**config.mk**
```make
export PLATFORM = sky130hd
export DESIGN_NAME = grid_router_tx_sched_flat
export DESIGN_NICKNAME = d
export VERILOG_FILES = /design/src/rtl/grid_router_tx_sched_if.sv /design/src/rtl/grid_router_tx_sched.sv /design/src/flat_wrapper.sv
export SDC_FILE = /design/constraint.sdc
export NUM_CORES = 1
export LEC_CHECK = 0
export BUFFER_PORTS_ARGS = -buffer_cell sky130_fd_sc_hd__buf_2
export CAP_MARGIN = 15
export CORE_MARGIN = 2
export CORE_UTILIZATION = 51
export DETAILED_ROUTE_END_ITERATION = 8
export PLACE_DENSITY = 0.92
export SYNTH_ARGS = -nofsm -noshare
export SYNTH_HDL_FRONTEND = slang
export SYNTH_SLANG_ARGS = --single-unit
```
**constraint.sdc**
```tcl
create_clock -name pclk -period 2.6 [get_ports pclk]
set_input_delay 0.52 -clock pclk [delete_from_list [all_inputs] [get_ports pclk]]
set_output_delay 0.52 -clock pclk [all_outputs]
set_load 0.01 [all_outputs]
```
**src/rtl/grid_router_tx_sched_if.sv**
```systemverilog
// Requester handshake and lane bundle between the packet sources and the
// link transmit scheduler.
interface grid_router_tx_sched_if;
    logic [3:0]  req;
    logic [67:0] dat;
    logic [3:0]  rdy;
    logic [5:0]  ig1;
    logic [5:0]  ig2;
    logic [5:0]  ig3;

    modport master (output req, dat, input rdy, ig1, ig2, ig3);
    modport slave  (input req, dat, output rdy, ig1, ig2, ig3);
endinterface

```
**src/rtl/grid_router_tx_sched.sv**
```systemverilog
// Round-robin packet scheduler for one grid router serial link: trains the
// link, frames whole packets into 18-bit words and drives the three lanes.
module grid_router_tx_sched #(
    parameter int unsigned pTrainLen = 64,
    parameter logic [15:0] pTrainPat = 16'hA5C3,
    parameter int unsigned pGap      = 2,
    parameter int unsigned pMaxLen   = 32
) (
    input  logic                         pclk,
    input  logic                         rst,
    input  logic                         en,
    input  logic                         retrain,
    grid_router_tx_sched_if.slave        link,
    output logic                         busy,
    output logic [1:0]                   gnt_id,
    output logic                         trunc
);
    localparam int unsigned LW = $clog2(pMaxLen + 1);

    typedef enum logic [2:0] {S_TRAIN, S_IDLE, S_SEND, S_EOPF, S_GAP} state_t;
    typedef enum logic [1:0] {T_FILL = 2'b00, T_SOP = 2'b01, T_DATA = 2'b10, T_EOP = 2'b11} wtype_t;

    state_t        state_q, state_d, post_eop;
    logic [7:0]    cnt_q, cnt_d;
    logic [LW-1:0] len_q, len_d;
    logic [1:0]    gnt_q, gnt_d, rr_q, rr_d;
    logic [17:0]   word_q, word_d;
    logic          busy_q, busy_d, trunc_q, trunc_d, pend_q, pend_d, pend_eff;
    logic [3:0]    rdy_c;
    logic [2:0]    pick;
    logic [16:0]   words [4];

    for (genvar k = 0; k < 4; k++) begin : g_split
        assign words[k] = link.dat[k*17 +: 17];
    end

    // {found, index}: first set request at or after base, wrapping mod 4.
    function automatic logic [2:0] rr_pick(input logic [3:0] r, input logic [1:0] base);
        logic [2:0] res;
        res = '0;
        for (int i = 3; i >= 0; i--) begin
            if (r[base + 2'(i)]) res = {1'b1, base + 2'(i)};
        end
        return res;
    endfunction

    always_comb begin
        // NOTE: every output of this block gets a default before the case, so no path infers a latch.
        state_d  = state_q;
        cnt_d    = cnt_q + 8'd1;
        len_d    = len_q;
        gnt_d    = gnt_q;
        rr_d     = rr_q;
        word_d   = '0;
        busy_d   = 1'b1;
        trunc_d  = 1'b0;
        rdy_c    = '0;
        pend_eff = pend_q | retrain;
        pick     = rr_pick(link.req, rr_q);
        post_eop = (pGap == 0) ? (pend_eff ? S_TRAIN : S_IDLE) : S_GAP;

        unique case (state_q)
            S_TRAIN: begin
                word_d = {T_FILL, pTrainPat};
                if (cnt_q == 8'(pTrainLen - 1)) state_d = S_IDLE;
            end
            S_IDLE: begin
                busy_d = 1'b0;
                if (pend_eff) begin
                    state_d = S_TRAIN;
                end else if (en && pick[2]) begin
                    rdy_c[pick[1:0]] = 1'b1;
                    gnt_d   = pick[1:0];
                    rr_d    = pick[1:0] + 2'd1;
                    len_d   = LW'(1);
                    busy_d  = 1'b1;
                    word_d  = {T_SOP, words[pick[1:0]][15:0]};
                    // A one-word packet still opens with SOP; its EOP is synthesised next cycle.
                    state_d = words[pick[1:0]][16] ? S_EOPF : S_SEND;
                end
            end
            S_SEND: begin
                // Without req the packet stays open and a fill word goes out, not counted in len.
                if (link.req[gnt_q]) begin
                    rdy_c[gnt_q] = 1'b1;
                    len_d = len_q + LW'(1);
                    if (words[gnt_q][16] || (len_q + LW'(1) == LW'(pMaxLen))) begin
                        word_d  = {T_EOP, words[gnt_q][15:0]};
                        trunc_d = ~words[gnt_q][16];
                        state_d = post_eop;
                    end else begin
                        word_d = {T_DATA, words[gnt_q][15:0]};
                    end
                end
            end
            S_EOPF: begin
                word_d  = {T_EOP, 16'h0000};
                state_d = post_eop;
            end
            S_GAP: begin
                if (cnt_q == 8'(pGap - 1)) state_d = pend_eff ? S_TRAIN : S_IDLE;
            end
            default: state_d = S_TRAIN;
        endcase

        if (state_d != state_q) cnt_d = '0;
        pend_d = pend_eff & ~((state_d == S_TRAIN) && (state_q != S_TRAIN));
    end

    always_ff @(posedge pclk) begin
        // NOTE: state registers use non-blocking assignment so every flop samples pre-edge values.
        if (!rst) begin
            state_q <= S_TRAIN;
            cnt_q   <= '0;
            len_q   <= '0;
            gnt_q   <= '0;
            rr_q    <= '0;
            word_q  <= '0;
            busy_q  <= 1'b0;
            trunc_q <= 1'b0;
            pend_q  <= 1'b0;
        end else begin
            state_q <= state_d;
            cnt_q   <= cnt_d;
            len_q   <= len_d;
            gnt_q   <= gnt_d;
            rr_q    <= rr_d;
            word_q  <= word_d;
            busy_q  <= busy_d;
            trunc_q <= trunc_d;
            pend_q  <= pend_d;
        end
    end

    assign link.rdy = rdy_c;
    assign link.ig1 = word_q[5:0];
    assign link.ig2 = word_q[11:6];
    assign link.ig3 = word_q[17:12];
    assign busy     = busy_q;
    assign gnt_id   = gnt_q;
    assign trunc    = trunc_q;
endmodule

```
**src/flat_wrapper.sv**
```systemverilog
// flat-port wrapper written by rule: the top's interface ports become plain ports
module grid_router_tx_sched_flat 
#(
    parameter int unsigned pTrainLen = 64,
    parameter logic [15:0] pTrainPat = 16'hA5C3,
    parameter int unsigned pGap      = 2,
    parameter int unsigned pMaxLen   = 32
)
  (pclk, rst, en, retrain, busy, gnt_id, trunc, link_req, link_dat, link_rdy, link_ig1, link_ig2, link_ig3);
  grid_router_tx_sched_if link_i ();
  input  logic pclk;
  input  logic rst;
  input  logic en;
  input  logic retrain;
  output logic busy;
  output logic [1:0] gnt_id;
  output logic trunc;
  input wire logic [$bits(link_i.req)-1:0] link_req;
  input wire logic [$bits(link_i.dat)-1:0] link_dat;
  output wire logic [$bits(link_i.rdy)-1:0] link_rdy;
  output wire logic [$bits(link_i.ig1)-1:0] link_ig1;
  output wire logic [$bits(link_i.ig2)-1:0] link_ig2;
  output wire logic [$bits(link_i.ig3)-1:0] link_ig3;
  assign link_i.req = link_req;
  assign link_i.dat = link_dat;
  assign link_rdy = link_i.rdy;
  assign link_ig1 = link_i.ig1;
  assign link_ig2 = link_i.ig2;
  assign link_ig3 = link_i.ig3;
  grid_router_tx_sched #(.pTrainLen(pTrainLen), .pTrainPat(pTrainPat), .pGap(pGap), .pMaxLen(pMaxLen)) u_core (.pclk(pclk), .rst(rst), .en(en), .retrain(retrain), .link(link_i), .busy(busy), .gnt_id(gnt_id), .trunc(trunc));
endmodule
```
# Word level (Yosys, flattened, before mapping)
# Index checks and enable logic that the tools add are counted.
# classes
n_mux	49
multipliers	0
eq_ne	11
magnitude_cmp	10
n_reduce_logical	13
shift	0
add_sub_neg	6
bitwise	8
div_mod_pow	0
# ops
operator	count
2-to-1 mux 17 bit	6
one-hot mux 18 bit (4 select lines)	1
binary-select mux 17 bit (select 2 bit)	2
2-to-1 mux 18 bit	2
2-to-1 mux 3 bit	10
< comparator 2 x 3 -> 1 bit, second input constant	6
2-to-1 mux 6 bit	3
one-hot mux 3 bit (5 select lines)	1
2-to-1 mux 1 bit	12
2-to-1 mux 4 bit	3
one-hot mux 6 bit (2 select lines)	1
binary-select mux 1 bit (select 2 bit)	5
adder 8 x 1 -> 8 bit, second input constant	1
== test 8 x 1 -> 1 bit, second input constant	1
== test 8 x 6 -> 1 bit, second input constant	1
one-hot mux 4 bit (2 select lines)	1
AND reduction 4 bit	2
adder 6 x 1 -> 6 bit, second input constant	1
== test 3 x 2 -> 1 bit, second input constant	2
== test 6 bit, second input constant	1
greater-or-equal comparator 3 bit, second input constant	2
zero test 3 bit	2
inverter 2 -> 3 bit	2
adder 2 x 1 -> 2 bit, second input constant	2
17 further kinds	27
# totals
rom_bits	0
ram_bits	0
latch_bits	0
memories	0
reg_bits	42
word_cells	106

# Logic depth before layout (Yosys ltp)
# logic_depth
word_depth	19
depth_mapped	9
ltp_nobuf	7

# Worst setup path before layout
# No wires, ideal clock.
# synth_timing
kind	input to output
start	input link_req[2]
end	output link_rdy[3]
arrival_time_ps	1826
required_ps	2080
n_path_buf	1
stages	7
setup_slack_ps	254
cell_sequence	and2b_1 > a21oi_1 > o221ai_2 > inv_2 > buf_6 > ha_1 > a32o_1
# synth_via
elab_chain_len	13
elab_cells_between_ends	24
# synth_rtl
element	line	text
start, declared	flat_wrapper.sv:18	input wire logic [$bits(link_i.req)-1:0] link_req;
binary-select mux 1 bit (select 2 bit)	grid_router_tx_sched.sv:42	if (r[base + 2'(i)]) res = {1'b1, base + 2'(i)};
2-to-1 mux 1 bit (not written as such)	grid_router_tx_sched.sv:42	
2-to-1 mux 3 bit (3 in a row)	grid_router_tx_sched.sv:42	
2-to-1 mux 3 bit *	grid_router_tx_sched.sv:42	
via u_core.pick[0]	grid_router_tx_sched.sv:30	logic [2:0] pick;
< comparator 2 x 3 -> 1 bit (not written as such) or greater-or-equal comparator 2 x 1 -> 1 bit (tied branches)	grid_router_tx_sched.sv:72	rdy_c[pick[1:0]] = 1'b1;
logical AND 1 bit (not written as such)	grid_router_tx_sched.sv:72	
2-to-1 mux 1 bit (not written as such)	grid_router_tx_sched.sv:72	
demux 1 bit (select 2 bit) *	-	
2-to-1 mux 4 bit *	grid_router_tx_sched.sv:71	end else if (en && pick[2]) begin
2-to-1 mux 4 bit *	grid_router_tx_sched.sv:69	if (pend_eff) begin
one-hot mux 4 bit (2 select lines) *	grid_router_tx_sched.sv:62	unique case (state_q)
end, declared	flat_wrapper.sv:20	output wire logic [$bits(link_i.rdy)-1:0] link_rdy;
# The timed path passes the listed nets; every way through them passes the cells marked *. The select of a mux whose other input is x is not followed.

# Final worst setup path
# layout_timing
start	register u_core.state_q[0]
end	output link_rdy[0]
# layout_via
elab_chain_len	2
elab_cells_between_ends	3
# layout_rtl
element	line	text
start, declared	grid_router_tx_sched.sv:23	state_t state_q, state_d, post_eop;
start signal, assigned	grid_router_tx_sched.sv:123	state_q <= state_d;
== test 3 x 2 -> 1 bit or == test 3 x 1 -> 1 bit (tied branches)	grid_router_tx_sched.sv:62	
one-hot mux 4 bit (2 select lines) *	grid_router_tx_sched.sv:62	
# Mark *: on every way between the ends. The rest lies on a longest branch, timed or not.

==> results by group <==
Outcome
  – Status: complete, no violations

Yosys
  – Top FF cell, synth: dfxtp_1
  – Post-synth top area share: about 28%
  – Number of synthesized flops with an enable pin: 0
  – Count leader, synth: dfxtp_1
  – Fraction of registers with async set/reset: 0%
  – Synth area leaders: dfxtp_1 (28%), mux4_2 (13%), mux2_2 (8.2%)
  – Cell Area, Synth: ~3000 um^2
  – Sequential fraction of the synthesis area: 27.7%
  – Net count after synthesis: 399
  – Yosys cell types: between 50 and 60
  – Synth Warn #: 0
  – Largest area contributor in the netlist: dfxtp_1
  – Post-synthesis register bit count: 42
  – Mapped Avg Cell Area: 9.59 um^2
  – Cells after synthesis: roughly 320
  – Synth cell count leaders: dfxtp_1 (42), nand2_1 (31), mux2i_1 (23)

Timing
  – Skew final: roughly 9 ps
  – Rel. slew slack: 57.1%
  – Fin Setup TNS: 0 ps
  – RSZ-0062 raised after global routing: false
  – Final Hold Fails: 0
  – Crit share post-route: between 90% and 100%
  – # setup viols final: 0
  – Worst Tran Pin Value: 640 ps
  – Slew Limit Fails: 0
  – Fmax: ~400 MHz
  – Tmin final: approximately 2500 ps

Clocking
  – CTS tree: built
  – Number of buffers created by CTS: 5
  – H-tree depth: 2
  – CTS resizes: 0
  – Clock Root Buffer: clkbuf_8
  – Sinks on Clock Net: 42
  – Post-CTS setup buffers: 0
  – CTS max path bufs: 2
  – Worst-skew pair later-pin latency: roughly 300 ps
  – Hold buffer count at cts: 0
  – Clock transition at the registers of the reported paths: around 90 ps

Setup path
  – CP top delay family: simple AND/OR/NAND/NOR gates
  – Crit path DAT: around 2000 ps
  – CP required: ~2100 ps
  – CP max stage delay: about 520 ps
  – Buf/Inv on CP: 2
  – CP Cell Sequence: inv_1 > nor3_1 > and3_1 > nand2_1 > o41ai_1 > buf_2
  – Crit end category: output port
  – WS Path Type: reg -> out
  – Crit start category: flop
  – Crit-path max FO: 8
  – Critical-path top delay cell: dfxtp_1

Floorplan
  – Io pins: between 100 and 150
  – Die area: 6570 um^2
  – Core area: 5820 um^2
  – Die H: just over 80 um
  – Initial core utilization: between 50% and 60%
  – Floorplan row count: 28
  – Width of the die: about 81 um

Pwr
  – Power, Total: approximately 1.6 mW
  – Power Dens Cells: about 420 nW/um^2
  – P_leak: between 1.5 and 2 nW
  – Worst vdd ir: between 0.0002 and 0.00025 V

Global route
  – First-pass GRT wire length: 14.2 mm
  – Vias in the first global route: 3,028
  – GRT Total Usage: roughly 28%
  – Pin count of the biggest net entering global routing: 21
  – Initial antenna violation count: 0
  – Total grt overflow: 0

Placement
  – Placed cell areas: 3610 um^2
  – Post-DP HPWL: 6.55 mm
  – Port bufs: ~100
  – Placed cells: roughly 490
  – Gp weighted congestion: about 0.94

Layout
  – Post-route cell area: around 3800 um^2
  – Final layout net count: 500
  – Synth-to-Final Area Change: 24.0%
  – Layout cells sized above 1: around two fifths
  – Fin cells: approximately 500
  – Final core utilization: ~65%
  – Number of diodes: 0

Drt
  – Total vias in the final route: a little under 3,000
  – DRT Pass-1 Iters: 4
  – Vias per std cell: ~6
  – DRC viols: 0
  – Wirelength per Cell: roughly 18 um
  – DR iter-0 viols: 245
  – Routed WL: between 8 and 9 mm
  – Antenna viol nets, final: 0

Job
  – MaxCap Viol Count: 0

Worst hold path
  – Min-Delay Path Class: reg -> reg
kinds of logic (layout without fill, tap and decap cells):
kind of cell | after synthesis | count (layout) | synth area share, %
adders and majority gates | 7 | 7 | 2.89
muxes | 63 | 63 | 29.1
DFF | 42 | 42 | 27.7
buffers and inverters | 31 | 133 | 5.74
and+or+nand+nor | 99 | 99 | 17.1
xor gates and xnor gates | 6 | 6 | 1.73
AOI/OAI and AO/OA | 68 | 68 | 15.7
where the power goes:
part | switching (mW) | internal, mW
combinational | 0.124 | 0.142
clock | 0.234 | 0.410
sequential | 0.00735 | 0.656
total | 0.365 | 1.21
worst paths after layout:
check | start | slack (ps) | depth (start not counted) | to
hold reg to reg | u_core.rr_q[1]$_SDFFE_PN0P_ | 490 | 2 | u_core.rr_q[1]$_SDFFE_PN0P_
hold / removal | u_core.rr_q[1]$_SDFFE_PN0P_ | 490 | 2 | u_core.rr_q[1]$_SDFFE_PN0P_
setup reg to reg | u_core.state_q[1]$_SDFF_PN0_ | 520 | 6 | u_core.cnt_q[6]$_SDFF_PP0_
setup / recovery | u_core.state_q[0]$_SDFF_PN0_ | 130 | 6 | link_rdy[0]
tightest hold or removal path, delay by kind of cell, from the launching register on:
family          cells  cell delay (ps)
simple gates        1               50
flops               1              330
compound gates      1               70
sequential cells by signal (all words and copies together) (netlist names):
register / count
u_core.rr_q: 2
u_core.cnt_q: 8
u_core.len_q: 6
u_core.gnt_id: 2
u_core.state_q: 3
u_core.word_q: 18
u_core.pend_q: 1
u_core.trunc: 1
u_core.busy: 1
routing by layer:
metal  GRT usage (%)  share of wire, %  vias up
met5               0                 0        -
met2            49.8                52      126
met4            8.31               1.4        0
met1            32.9                40     1424
li1                -                 -     1390
met3            5.22               6.4       15
layout by cell type, fill, tap and decap left out, types with 14 or more instances in the layout:
cell type  count
dfxtp_1       41
mux2_2        22
buf_4         14
nand2_1       31
o21ai_0       15
mux2i_1       23
nand3_1       17
buf_2        101
a21oi_1       14
mux4_2        18
layout make-up:
cell class                 instances  area (um^2)
inverter                           9         33.8
multi-input combinational        243         2020
sequential                        42          842
clock buffer                       6         82.6
clock inverter                     2         60.1
timing repair buffer             116          631
tap                               75         93.8
fill                             476         2060
per-stage QoR:
step	hold WS (ps)	worst slack, ps
final	494	133
after global routing	529	76.3
after CTS	504	67.8
after detailed placement	493	224
after global placement	473	278
after floorplan	457	254
No activity file was read; power rests on OpenSTA's default activity.
